==> config.mk <==
export PLATFORM = sky130hd
export DESIGN_NAME = matmul_result_drain
export DESIGN_NICKNAME = d
export VERILOG_FILES = /design/src/rtl/matmul_result_drain.sv
export SDC_FILE = /design/constraint.sdc
export NUM_CORES = 1
export LEC_CHECK = 0
export ABC_AREA = 1
export BUFFER_PORTS_ARGS = -buffer_cell sky130_fd_sc_hd__buf_4
export CAP_MARGIN = 20
export CELL_PAD_IN_SITES_DETAIL_PLACEMENT = 1
export CELL_PAD_IN_SITES_GLOBAL_PLACEMENT = 1
export CORE_UTILIZATION = 41
export CTS_CLUSTER_SIZE = 40
export DETAILED_ROUTE_END_ITERATION = 10
export HOLD_SLACK_MARGIN = 0.06
export PLACE_DENSITY = 0.84
export SLEW_MARGIN = 10
export SYNTH_ARGS = -nofsm -noshare
export SYNTH_HDL_FRONTEND = slang
export SYNTH_SLANG_ARGS = --single-unit
==> constraint.sdc <==
create_clock -name clk -period 2.75 [get_ports clk]
set_input_delay 0.275 -clock clk [delete_from_list [all_inputs] [get_ports clk]]
set_output_delay 0.275 -clock clk [all_outputs]
set_load 0.005 [all_outputs]
==> src/rtl/matmul_result_drain.sv <==
`default_nettype none
// ============================================================================
// matmul_result_drain
// Latches the matmul result bus when done rises and then sends it out as
// one element per valid/ready transfer, in row-major order.
// Revision: 1.0
// ============================================================================
module matmul_result_drain #(
    parameter int S = 32,
    parameter int H = 4,
    parameter int W = 1
) (
    input  logic             clk,
    input  logic             rst_n,
    input  logic             done,
    input  logic [H*W*S-1:0] o,
    output logic [S-1:0]     out_data,
    output logic             out_valid,
    input  logic             out_ready,
    output logic             out_last,
    output logic             busy,
    output logic             overflow,
    output logic [15:0]      frame_count
);

    localparam int N     = H * W;
    localparam int IDX_W = (N > 1) ? $clog2(N) : 1;
    localparam logic [IDX_W-1:0] LAST_IDX = IDX_W'(N - 1);

    typedef enum logic {
        IDLE = 1'b0,
        SEND = 1'b1
    } state_t;

    state_t             r_state;
    logic [N*S-1:0]     r_buf;
    logic [IDX_W-1:0]   r_idx;
    logic               r_done_q;
    logic               r_overflow;
    logic [15:0]        r_frame_count;

    logic w_rise;
    logic w_hs;
    logic w_at_last;
    logic w_final_hs;

    assign w_rise     = done & ~r_done_q;
    assign w_hs       = (r_state == SEND) & out_ready;
    assign w_at_last  = (r_idx == LAST_IDX);
    assign w_final_hs = w_hs & w_at_last;

    always_ff @(posedge clk or negedge rst_n) begin
        if (!rst_n) begin
            r_state       <= IDLE;
            r_buf         <= '0;
            r_idx         <= '0;
            r_done_q      <= 1'b0;
            r_overflow    <= 1'b0;
            r_frame_count <= 16'd0;
        end else begin
            r_done_q <= done;
            case (r_state)
                IDLE: begin
                    if (w_rise) begin
                        r_buf   <= o;
                        r_idx   <= '0;
                        r_state <= SEND;
                    end
                end
                SEND: begin
                    if (w_final_hs) begin
                        r_frame_count <= r_frame_count + 16'd1;
                        // A rise coinciding with the final handshake starts the next frame without a bubble
                        if (w_rise) begin
                            r_buf <= o;
                            r_idx <= '0;
                        end else begin
                            r_state <= IDLE;
                        end
                    end else begin
                        if (w_hs) begin
                            r_idx <= r_idx + IDX_W'(1);
                        end
                        if (w_rise) begin
                            r_overflow <= 1'b1;
                        end
                    end
                end
                default: r_state <= IDLE;
            endcase
        end
    end

    // Element 0 lives in the MSBs of the captured bus
    always_comb begin
        out_data = '0;
        for (int k = 0; k < N; k++) begin
            if (r_idx == IDX_W'(k)) begin
                out_data = r_buf[(N-k)*S-1 -: S];
            end
        end
    end

    assign out_valid   = (r_state == SEND);
    assign busy        = (r_state == SEND);
    assign out_last    = out_valid & w_at_last;
    assign overflow    = r_overflow;
    assign frame_count = r_frame_count;

endmodule
`default_nettype wire

Word-level counts from Yosys, hierarchy flattened
Index checks and enable logic that the tools add are counted.
W data, S select, Z words.
- output and inout bits: 52
- register bits: 149
- logic and storage cells: 37
- reductions and logical operators: 3
- bitwise gates (word level): 7
- equality and inequality tests: 5
- muxes and demuxes: 14
- $add $sub $neg: 2
- operator list (kind ; number):
    $mux W128 ; 2
    $pmux W128 S2 ; 1
    $mux W32 ; 4
    $add A16 B1 Y16 const B ; 1
    $mux W2 ; 3
    $and A1 B1 Y1 ; 4
    $eq A2 B2 Y1 const B ; 2
    $pmux W2 S2 ; 1
    $ne A3 B1 Y1 const B ; 1
    $not A1 Y1 ; 3
    $reduce_and A3 Y1 ; 1
    $add A2 B1 Y2 const B ; 1
    $eq A2 B1 Y1 const B ; 1
    $logic_not A2 Y1 ; 1
    $mux W1 ; 2
    $ne A2 B1 Y1 const B ; 1
    $pmux W1 S2 ; 1
    $reduce_and A2 Y1 ; 1

Depth between registers and ports, before layout
Gate-level depths: netlist of run 1.
- depth in word-level cells: 5
- mapped depth: 9

Worst setup path after synthesis of run 1
OpenSTA, ideal clock, no wires.
- path type: reg-to-output
- start point: register r_idx[0]
- end point: output out_data[10]
- path buffers: 2
- required time: 2.475 ns
- cell stages (with the launch flop): 8
- data arrival time: 1.393 ns
- slack: 1.082 ns
- cell sequence: dfrtp_1 > inv_1 > ha_1 > clkbuf_1 > inv_1 > clkbuf_1 > nand2_1 > a21oi_1
- cells in the longest elaborated chain, start to end: 5
- elaborated cells on any way between the ends: 8
- classes of those cells: 3 x eq/ne; 4 x mux; 1 x reduce/logical
- ends and longest elaborated chain (what ; line ; source):
    from (decl) ; 37 ; logic [IDX_W-1:0] r_idx;
    from (signal assigned) ; 82 ; r_idx <= r_idx + IDX_W'(1);
    $logic_not A2 Y1 ; 98 ; if (r_idx == IDX_W'(k)) begin
    $mux W32 (3 in series) ; 98 ;
    $mux W32 (*) ; 98 ;
    to (decl) ; 17 ; output logic [S-1:0] out_data,
Mark *: on every way between the ends. The rest lies on a longest branch, timed or not.

Worst setup path in the final report of run 1
- start point: register r_idx[0]
- end point: output out_data[31]
Same word-level chain as after synthesis.

==> results of run 1 <==
kinds of logic (layout without fill, tap and decap cells):
| logic type | count (synthesis) | count (layout) |
|---|---|---|
| flops | 149 | 149 |
| other cells | 0 | 2 |
| simple gates | 586 | 586 |
| fa+ha+maj | 6 | 6 |
| buf+inv | 73 | 340 |
| xor+xnor | 10 | 10 |
| compound gates | 103 | 103 |
cell usage after synthesis, drive strengths merged:
| master | n | area [sq um] |
|---|---|---|
| inv | 20 | 75.1 |
| o21bai | 1 | 7.51 |
| or2 | 1 | 6.26 |
| o21ai | 33 | 165 |
| nand3 | 7 | 35.0 |
| nor2 | 51 | 199 |
| dfrtp | 149 | 3730 |
| xor2 | 7 | 61.3 |
| nand3b | 2 | 15.0 |
| clkbuf | 21 | 78.8 |
| a21oi | 69 | 345 |
| nand2 | 520 | 1950 |
| nand4 | 5 | 31.3 |
| buf | 32 | 160 |
| xnor2 | 3 | 26.3 |
| ha | 6 | 75.1 |
path summary, 6_finish.rpt:
check / start / to / slack [ns] / cells past startpoint
max: r_idx[0] / out_data[31] / 0.14 / 8
min: o[98] / r_buf[98] / 0.06 / 3
max reg2reg: r_idx[0] / frame_count[7] / 0.58 / 6
min reg2reg: r_buf[108] / r_buf[108] / 0.47 / 2
max in group asynchronous: rst_n / r_buf[65] / 1.57 / 3
min in group asynchronous: rst_n / frame_count[4] / 0.43 / 2
through the flow:
step	total power [mW]	instances	hold WS, ns	setup slack (ns)
3_5_place_dp	7.76	1290	0.362	0.643
4_1_cts	10.5	1413	0.0602	0.164
6_report	10.6	1416	0.0588	0.143
3_3_place_gp	7.59	1290	0.363	0.654
2_1_floorplan	5.85	927	-0.0206	1.08
5_1_grt	11.3	1415	0.0654	0.0237
power groups by stage:
stage | clock (mW) | combinational [mW] | sequential, mW
CTS | 2.59 | 4.19 | 3.71
finish | 2.55 | 4.30 | 3.74
detailed placement | 0 | 4.04 | 3.72
global route | 2.67 | 4.78 | 3.84
floorplan | 0 | 2.30 | 3.55
global placement | 0 | 3.90 | 3.69
sequential cells by signal (all words and copies together), names as in the netlist:
signal / flops
r_idx: 2
frame_count: 16
r_done_q: 1
busy: 1
overflow: 1
r_buf: 128
per-layer routing:
metal | track usage [%] | part of all wire (%) | wire length, um | up-vias
met4 | 12.6 | 2.5 | 620 | 0
li1 | - | - | - | 3369
met3 | 6.27 | 4.5 | 1120 | 54
met1 | 35.3 | 41 | 10300 | 3493
met2 | 52.7 | 52 | 12900 | 219
met5 | 0 | 0 | 0 | -
critical path: cells and delay by family (launching register included):
kind,cells,cell delay [ns]
compound gates,1,0.28
fa+ha+maj,1,0.23
buf+inv,5,0.82
flops,1,0.48
simple gates,1,0.08
area by class of cell:
class | instances | area share [%]
Tap cell | 220 | 2.72
Inverter | 20 | 0.765
Antenna cell | 2 | 0.0494
Multi-Input combinational cell | 705 | 29.1
Clock buffer | 17 | 4.20
Sequential cell | 149 | 36.8
Clock inverter | 14 | 2.06
Timing Repair Buffer | 289 | 24.4
repair_timing:
| item | 4_1_cts | 5_1_grt |
|---|---|---|
| hold buffers | 92 | 1 |
| endpoints found under the setup margin | 0 | 3 |
| endpoints found under the hold margin | 161 | 1 |
| resized for setup | 0 | 3 |
cell usage in the layout, fill, tap and decap left out, types with 2 or more instances in the layout:
cell type      count
a21oi_1           68
buf_12             5
buf_4            189
buf_6              2
bufinv_16          5
clkbuf_16         17
clkinv_2           4
clkinvlp_4         4
dfrtp_1          149
diode_2            2
dlygate4sd3_1     93
ha_1               4
inv_1             18
nand2_1          520
nand3_1            7
nand3b_1           2
nand4_1            5
nor2_1            50
o21ai_0           32
xnor2_1            3
xor2_1             7
==> flow_metrics.env, run 1 <==
export IMPL_outcome="complete, no violations"
export IMPL_p_clk_share_pct=24.1
export IMPL_wl_um=25000
export IMPL_yosys_warnings=0
export IMPL_finalInstanceArea_sq_mm=0.0101
export IMPL_netlist_area_sq_mm=0.00696
export IMPL_path_class="flop to output pin"
export IMPL_relSlewSlack_pct=48.0
export IMPL_synth_cell_types=20
export IMPL_cpPeakStageDelay_ns=0.48
export IMPL_postCtsSetupBuffers=0
export IMPL_synth_xor_xnor_area_share_pct=1.26
export IMPL_fmax_ghz=0.384
export IMPL_comb_power_share_pct=40.6
export IMPL_grt_overflow=0
export IMPL_routed_via_density=5.04
export IMPL_cp_cell_sequence="inv_1 > ha_1 > buf_4 > inv_1 > buf_4 > nand2_1 > a21oi_1 > buf_4"
export IMPL_htreeDepth=4
export IMPL_syn_nets=1065
export IMPL_crit_top_cell="buf_4"
export IMPL_setup_tns_final_ns=0
export IMPL_seqPwrFrac_pct=35.3
export IMPL_die_w_um=132
export IMPL_period_share_pct=94.8
export IMPL_grt_usage_pct=29.9
export IMPL_final_seq_area_sq_mm=0.00373
export IMPL_multi_input_area_sq_mm=0.00295
export IMPL_antenna_left=0
export IMPL_cellPowerDensity_mw_per_mm2=1040
export IMPL_final_setup_skew_ns=0.0127
export IMPL_first_global_vias=8011
export IMPL_min_path_type="primary input to flop"
export IMPL_final_hold_viol_count=0
export IMPL_synth_compound_area_share_pct=7.44
export IMPL_clkTransAtPathRegs_ns=0.06
export IMPL_ir_drop_v=0.000554
export IMPL_fillers=2041
export IMPL_pin_count=184
export IMPL_initial_core_util_pct=42.0
export IMPL_drc=0
export IMPL_first_pass_iters=4
export IMPL_cts_buffers=17
export IMPL_rows=47
export IMPL_final_core_util_pct=61.1
export IMPL_fin_nets=1320
export IMPL_leakage_nw=5.26
export IMPL_worst_pin_slew_ns=0.778
export IMPL_synthToLayoutAreaGrowth_pct=45.6
export IMPL_synth_simple_area_share_pct=32.2
export IMPL_drive_gt1_share_pct=19.6
export IMPL_portBuffers=183
export IMPL_rsz0062_at_grt="no"
export IMPL_postPlaceCellArea_sq_mm=0.00855
export IMPL_ys_seq_elements=149
export IMPL_intPower_mw=6.51
export IMPL_antenna_found_initial=1
export IMPL_seq_area_frac_synth_pct=53.6
export IMPL_arrival_ns=2.33
export IMPL_wl_per_cell_um=17.6
export IMPL_drt_iter0_markers=423
export IMPL_muxShareOfSynthArea_pct=0
export IMPL_clkSinkCount=149
export IMPL_switching_power_mw=4.09
export IMPL_p_sw_share_pct=38.6
export IMPL_dp_hpwl_um=14300
export IMPL_die_area_sq_mm=0.0175
export IMPL_clock_path_buffers=2
export IMPL_critPathLaunchType="flop"
export IMPL_vias=7135
export IMPL_synth_area_per_cell_sq_um=7.51
export IMPL_endpoint_kind="output pin"
export IMPL_gp_congestion=0.786
export IMPL_cts_tree="done"
export IMPL_path_max_fanout=17
export IMPL_cts_root_buf="clkbuf_16"
export IMPL_synth_top_family_by_area="simple AND/OR/NAND/NOR gates"
export IMPL_cpMaxStageDelayCell="dfrtp_1"
export IMPL_setup_viol=0
export IMPL_core_sq_mm=0.0166
export IMPL_grt_pass1_wl_um=40600
export IMPL_max_cap_viol_count=0
export IMPL_grt_max_degree=129
export IMPL_min_period_ns=2.61
export IMPL_final_max_slew_viol_count=0
export IMPL_clock_latency_ns=0.44
export IMPL_cp_required_ns=2.48
export IMPL_post_synth_inst_count=927
export IMPL_synthAdderAreaFrac_pct=1.08
export IMPL_die_y_um=132
(Power assumes the default switching activity.)
==> inputs of run 2 (changes only) <==
--- a/config.mk
+++ b/config.mk
@@ -5,12 +5,12 @@
 export SDC_FILE = /design/constraint.sdc
 export NUM_CORES = 1
 export LEC_CHECK = 0
-export ABC_AREA = 1
 export BUFFER_PORTS_ARGS = -buffer_cell sky130_fd_sc_hd__buf_4
 export CAP_MARGIN = 20
 export CELL_PAD_IN_SITES_DETAIL_PLACEMENT = 1
 export CELL_PAD_IN_SITES_GLOBAL_PLACEMENT = 1
-export CORE_UTILIZATION = 41
+export CORE_UTILIZATION = 45
+export CTS_BUF_LIST = sky130_fd_sc_hd__clkbuf_8
 export CTS_CLUSTER_SIZE = 40
 export DETAILED_ROUTE_END_ITERATION = 10
 export HOLD_SLACK_MARGIN = 0.06
==> run 2 against run 1 <==
Sequential share of layout area grew 0.41 points. Synthesized cell count shrank 44%. Sequential power grew 5.3%. First-iteration DRC count shrank 39%. Global-route usage grew 1.4 points. Final cell count shrank 28%. Largest power group unchanged. Largest cell class unchanged. Sequential cell count is the same. Die area shrank 12%.
==> flow_metrics.env, run 2 <==
export IMPL_r2r_slack_ns=0.59
export IMPL_wl_um=23400
export IMPL_cpPeakStageDelay_ns=0.46
export IMPL_cpMaxStageDelayCell="dfrtp_2"
export IMPL_clock_path_buffers=2
export IMPL_p_clk_share_pct=18.8
export IMPL_outcome="complete, no violations"
export IMPL_seq_area_frac_synth_pct=55.6
export IMPL_synth_area_per_cell_sq_um=13.0
export IMPL_routed_via_density=5.48
export IMPL_worst_pin_slew_ns=0.893
export IMPL_multi_input_area_sq_mm=0.00280
export IMPL_async_reset_ff_share_pct=100
export IMPL_grt_overflow=0
export IMPL_largest_register_ffs=128
export IMPL_path_max_fanout=33
export IMPL_grtUsageMet3_pct=6.36
export IMPL_final_cell_mix="188 x buf_4, 147 x dfrtp_1, 130 x dlygate4sd3_1"
export IMPL_period_share_pct=95.4
export IMPL_synth_area_leaders="dfrtp_1 56%, mux2_2 22%, a221oi_1 4.0%, o31ai_1 3.6%, nor2b_1 3.3%"
export IMPL_setup_tns_final_ns=0
export IMPL_initial_core_util_pct=46.2
export IMPL_p_sw_share_pct=35.1
export IMPL_final_setup_skew_ns=0.0152
export IMPL_antenna_found_initial=1
export IMPL_fmax_ghz=0.381
export IMPL_cellPowerDensity_mw_per_mm2=1020
export IMPL_top_register="r_buf"
export IMPL_cp_cell_sequence="inv_1 > ha_1 > clkbuf_8 > a221oi_1 > o31ai_1 > buf_4"
export IMPL_yosysMostFrequentCell="dfrtp_1"
export IMPL_max_cap_viol_count=0
export IMPL_relSlewSlack_pct=40.5
export IMPL_grt_met2_usage_pct=57.2
export IMPL_comb_power_share_pct=42.9
export IMPL_vias=5582
export IMPL_path_class="flop to output pin"
export IMPL_p_total_mw=10.3
export IMPL_yosys_warnings=0
export IMPL_drc=0
export IMPL_htreeDepth=4
export IMPL_final_hold_viol_count=0
export IMPL_die_w_um=124
export IMPL_switching_power_mw=3.61
export IMPL_min_path_type="primary input to flop"
export IMPL_first_pass_iters=5
export IMPL_path_delay_family="buffers and inverters"
export IMPL_leakage_nw=4.49
export IMPL_min_period_ns=2.62
export IMPL_synth_cell_types=31
export IMPL_top_usage_layer="met2"
export IMPL_synthFlopType="dfrtp_1"
export IMPL_yosys_top_cells_count="149 x dfrtp_1, 129 x mux2_2, 44 x nand2_1"
export IMPL_die_y_um=124
export IMPL_fin_nets=959
export IMPL_yosysTopAreaCell="dfrtp_1"
export IMPL_postCtsSetupBuffers=0
export IMPL_cp_required_ns=2.48
export IMPL_grt_pass1_wl_um=35200
export IMPL_grt_max_degree=96
export IMPL_pin_count=184
export IMPL_clkSinkCount=149
export IMPL_gp_congestion=0.752
export IMPL_post_synth_inst_count=516
export IMPL_antenna_left=0
export IMPL_cts_root_buf="clkbuf_8"
export IMPL_pre_cts_ws_ns=0.527
export IMPL_final_core_util_pct=69.0
export IMPL_final_common_cell="buf_4"
export IMPL_syn_nets=654
export IMPL_finalWorstSetupSlack_ns=0.128
export IMPL_wl_per_cell_um=23.0
export IMPL_cp_num_buf_inv=3
export IMPL_ir_drop_v=0.000631
export IMPL_final_max_slew_viol_count=0
export IMPL_core_sq_mm=0.0145
export IMPL_intPower_mw=6.67
export IMPL_synth_edff_count=0
export IMPL_first_global_vias=6402
export IMPL_setup_viol=0
export IMPL_netlist_area_sq_mm=0.00671
export IMPL_rsz0062_at_grt="no"
export IMPL_arrival_ns=2.35
export IMPL_cts_buffers=17
export IMPL_ys_seq_elements=149
export IMPL_die_area_sq_mm=0.0154
export IMPL_synthToLayoutAreaGrowth_pct=49.5
export IMPL_final_seq_area_sq_mm=0.00373
export IMPL_fillers=1408
export IMPL_synth_top_area_share_pct=55.6
export IMPL_hold_ws_ns=0.157
export IMPL_drt_iter0_markers=256
export IMPL_seqPwrFrac_pct=38.3
export IMPL_portBuffers=183
export IMPL_met1_usage_pct=33.0
export IMPL_clkTransAtPathRegs_ns=0.08
export IMPL_endpoint_kind="output pin"
export IMPL_critPathLaunchType="flop"
export IMPL_drive_gt1_share_pct=43.9
export IMPL_rows=44
export IMPL_grt_usage_pct=31.3
export IMPL_dp_hpwl_um=12100
export IMPL_cts_tree="done"
export IMPL_clock_latency_ns=0.47
run 2: cell types whose count changed after synthesis, moves of 31 or more:
cell,change
nor2b_1,+35
nor2_1,-43
a21oi_1,-68
a221oi_1,+31
mux2_2,+129
nand2_1,-476
o31ai_1,+32
run 2: logic make-up after synthesis:
| kind of cell | share of synthesized area, % |
|---|---|
| AO/OA/AOI/OAI | 8.26 |
| XOR/XNOR | 1.96 |
| adder cells (fa/ha/maj) | 1.12 |
| buffers and inverters | 3.26 |
| flip-flops | 55.6 |
| multiplexers | 21.9 |
| AND/OR/NAND/NOR | 7.90 |
run 2: layout make-up:
class / instances / area share (%)
Clock inverter: 10 / 1.52
Antenna cell: 1 / 0.0249
Tap cell: 184 / 2.29
Timing Repair Buffer: 324 / 28.0
Inverter: 5 / 0.187
Multi-Input combinational cell: 324 / 27.9
Clock buffer: 21 / 2.88
Sequential cell: 149 / 37.2
run 2: worst paths after layout:
| path | to | depth (start not counted) | from |
|---|---|---|---|
| setup / recovery | out_data[4] | 6 | r_idx[1] |
| hold / removal | busy | 3 | out_ready |
| setup reg to reg | r_buf[42] | 5 | r_idx[0] |
| hold reg to reg | frame_count[15] | 1 | frame_count[15] |
| max in group asynchronous | r_buf[111] | 3 | rst_n |
| min in group asynchronous | r_buf[24] | 2 | rst_n |
run 2: power groups by stage:
stage	clock, mW	sequential, mW	combinational, mW
after floorplan	0	3.62	2.40
after global placement	0	3.74	3.79
after detailed placement	0	3.84	3.97
after CTS	1.91	3.81	4.16
after global routing	2.05	4.03	4.71
final	1.94	3.94	4.41
run 2: metal layers:
| metal | wire length [um] | up-vias |
|---|---|---|
| met3 | 887 | 78 |
| met5 | 0 | - |
| li1 | - | 2457 |
| met2 | 13000 | 206 |
| met1 | 8510 | 2841 |
| met4 | 1020 | 0 |
run 2: repair_timing:
| action | CTS | global route |
|---|---|---|
| pin swaps | 0 | 1 |
| endpoints found under the hold margin | 216 | 6 |
| endpoints found under the setup margin | 1 | 30 |
| resized for setup | 1 | 8 |
| hold buffers | 124 | 6 |
run 2: worst reg2reg max path, stage by stage (launching register included):
cell and delay, ns:
dfrtp_2 0.44, ha_1 0.25, a21boi_1 0.16, nor2b_4 0.18
buf_4 0.56, mux2_2 0.46
run 2: per-stage QoR:
stage	area, sq um	cells
2_1_floorplan	6710	516
3_3_place_gp	8250	856
3_5_place_dp	8250	856
4_1_cts	9950	1011
5_1_grt	10000	1018
6_report	10000	1018
==> inputs of run 3 (changes only) <==
--- a/config.mk
+++ b/config.mk
@@ -9,13 +9,15 @@
 export CAP_MARGIN = 20
 export CELL_PAD_IN_SITES_DETAIL_PLACEMENT = 1
 export CELL_PAD_IN_SITES_GLOBAL_PLACEMENT = 1
+export CORE_ASPECT_RATIO = 1.4
 export CORE_UTILIZATION = 45
 export CTS_BUF_LIST = sky130_fd_sc_hd__clkbuf_8
 export CTS_CLUSTER_SIZE = 40
 export DETAILED_ROUTE_END_ITERATION = 10
 export HOLD_SLACK_MARGIN = 0.06
-export PLACE_DENSITY = 0.84
+export PLACE_DENSITY = 0.95
 export SLEW_MARGIN = 10
 export SYNTH_ARGS = -nofsm -noshare
 export SYNTH_HDL_FRONTEND = slang
 export SYNTH_SLANG_ARGS = --single-unit
+export TNS_END_PERCENT = 10
==> run 3 against run 2 <==
Clock skew rose by 0.0076 ns. Combinational power rose by 4%. Total power barely moved. Die area barely moved. Via count rose by 3.8%. Design area fell by 0.81%. Worst setup slack got worse by 0.088 ns. Count of clock-buffer cells in the layout rose by 4. Core utilization fell by 0.44 points. First-iteration DRC count rose by 4.7%. Sequential power rose by 3%. Maximum frequency fell by 3.2%. Critical path type unchanged. Largest power group unchanged. Highest routed layer unchanged.
==> flow_metrics.env, run 3 (synthesized netlist as in run 2, its figures left out) <==
export IMPL_outcome="complete, no violations"
export IMPL_largest_register_ffs=128
export IMPL_rows=52
export IMPL_seqPwrFrac_pct=39.2
export IMPL_relSlewSlack_pct=47.7
export IMPL_cts_tree="done"
export IMPL_routed_via_density=5.64
export IMPL_setup_viol=0
export IMPL_wl_per_cell_um=26.4
export IMPL_cpMaxStageDelayCell="dfrtp_1"
export IMPL_endpoint_kind="output pin"
export IMPL_path_class="flop to output pin"
export IMPL_die_y_um=147
export IMPL_cp_required_ns=2.48
export IMPL_drc=0
export IMPL_min_path_type="primary input to flop"
export IMPL_fmax_ghz=0.369
export IMPL_finalWorstSetupSlack_ns=0.0400
export IMPL_die_w_um=105
export IMPL_critPathLaunchType="flop"
export IMPL_worst_pin_slew_ns=0.785
export IMPL_fin_nets=958
export IMPL_first_global_vias=6874
export IMPL_drive_gt1_share_pct=43.4
export IMPL_pin_count=184
export IMPL_leakage_nw=4.45
export IMPL_final_max_slew_viol_count=0
export IMPL_max_cap_viol_count=0
export IMPL_final_setup_skew_ns=0.0228
export IMPL_cpPeakStageDelay_ns=0.47
export IMPL_die_area_sq_mm=0.0154
export IMPL_cellPowerDensity_mw_per_mm2=1030
export IMPL_p_sw_share_pct=37.9
export IMPL_grt_overflow=0
export IMPL_intPower_mw=6.39
export IMPL_drt_iter0_markers=268
export IMPL_clkSinkCount=149
export IMPL_switching_power_mw=3.89
export IMPL_p_clk_share_pct=16.0
export IMPL_clock_path_buffers=2
export IMPL_grt_pass1_wl_um=40400
export IMPL_antenna_found_initial=7
export IMPL_ir_drop_v=0.000578
export IMPL_hold_ws_ns=0.0776
export IMPL_gp_congestion=0.834
export IMPL_comb_power_share_pct=44.7
export IMPL_period_share_pct=98.5
export IMPL_synthToLayoutAreaGrowth_pct=48.3
export IMPL_portBuffers=183
export IMPL_clkTransAtPathRegs_ns=0.08
export IMPL_vias=5795
export IMPL_first_pass_iters=4
export IMPL_grt_max_degree=82
export IMPL_path_max_fanout=19
export IMPL_clock_latency_ns=0.47
export IMPL_cp_cell_sequence="inv_1 > ha_1 > nor2b_4 > buf_12 > a221oi_1 > o31ai_1 > buf_4"
export IMPL_dp_hpwl_um=13400
export IMPL_grt_usage_pct=35.9
export IMPL_arrival_ns=2.43
export IMPL_antenna_left=0
export IMPL_pre_cts_ws_ns=0.496
export IMPL_cts_buffers=17
export IMPL_min_period_ns=2.71
export IMPL_initial_core_util_pct=46.3
export IMPL_core_sq_mm=0.0145
export IMPL_final_hold_viol_count=0
export IMPL_wl_um=27100
export IMPL_cts_root_buf="clkbuf_8"
export IMPL_top_register="r_buf"
export IMPL_htreeDepth=4
export IMPL_final_common_cell="buf_4"
export IMPL_final_cell_mix="189 x buf_4, 149 x dfrtp_1, 129 x mux2_2"
==> run 3: changes by cell type in the layout (fill, tap and decap cells not counted), sizes merged <==
cell,delta
diode,+7
inv,+2
clkinv,-4
clkbuf,+3
bufinv,-4
dlygate4sd3,-2
clkinvlp,+1
buf,+2
==> run 3: path summary, 6_finish.rpt <==
path	from	to	slack [ns]	cells past startpoint
worst max-delay path	r_idx[0]	out_data[29]	0.04	7
worst min-delay path	o[59]	r_buf[59]	0.08	2
worst max register to register	r_idx[0]	frame_count[14]	0.66	5
worst min register to register	overflow	overflow	0.47	1
max in group asynchronous	rst_n	r_buf[30]	1.49	3
min in group asynchronous	rst_n	r_buf[55]	0.41	2
==> run 3: metal layers <==
metal	vias to the layer above	track usage, %	wire, um
met1	2955	35.5	8990
met4	0	24.5	1640
met3	101	5.54	1090
li1	2470	-	-
met2	269	67.6	15400
met5	-	0	0
==> run 3: cell type report <==
cell class / count / area [sq um]
Antenna cell: 8 / 20.0
Clock buffer: 25 / 344
Clock inverter: 5 / 23.8
Fill cell: 1419 / 4560
Inverter: 5 / 18.8
Multi-Input combinational cell: 324 / 2790
Sequential cell: 149 / 3730
Tap cell: 189 / 236
Timing Repair Buffer: 323 / 2790
==> run 3: through the flow <==
step | area (sq um) | cells | setup TNS, ns | power (mW) | util, %
2_1_floorplan | 6710 | 516 | 0 | 6.02 | -
6_report | 9950 | 1028 | 0 | 10.3 | 68.6
3_3_place_gp | 8260 | 860 | 0 | 7.49 | 56.9
3_5_place_dp | 8260 | 860 | 0 | 7.87 | 56.9
5_1_grt | 9950 | 1028 | -0.0871 | 10.7 | 68.6
4_1_cts | 9920 | 1020 | 0 | 9.67 | 68.4
==> run 3: power groups by stage <==
stage	registers [mW]	clock network [mW]	logic [mW]
2_1_floorplan	3.62	0	2.40
4_1_cts	3.84	1.62	4.21
6_report	4.04	1.65	4.60
3_3_place_gp	3.76	0	3.74
5_1_grt	4.09	1.74	4.85
3_5_place_dp	3.87	0	3.99
==> run 3: what timing repair did <==
action	in CTS	in global routing
buffers inserted	2	0
cloned	0	0
hold buffers	128	0
endpoints found under the hold margin	206	0
setup endpoints to repair	3	7
gates resized for setup	0	2
pin swaps	0	1
==> run 3: worst max-delay path: cells and delay by family, from the launching register on <==
kind	cells	cell delay [ns]
DFF	1	0.47
and+or+nand+nor	1	0.17
AOI/OAI and AO/OA	2	0.64
adders and majority gates	1	0.25
buffers and inverters	3	0.45
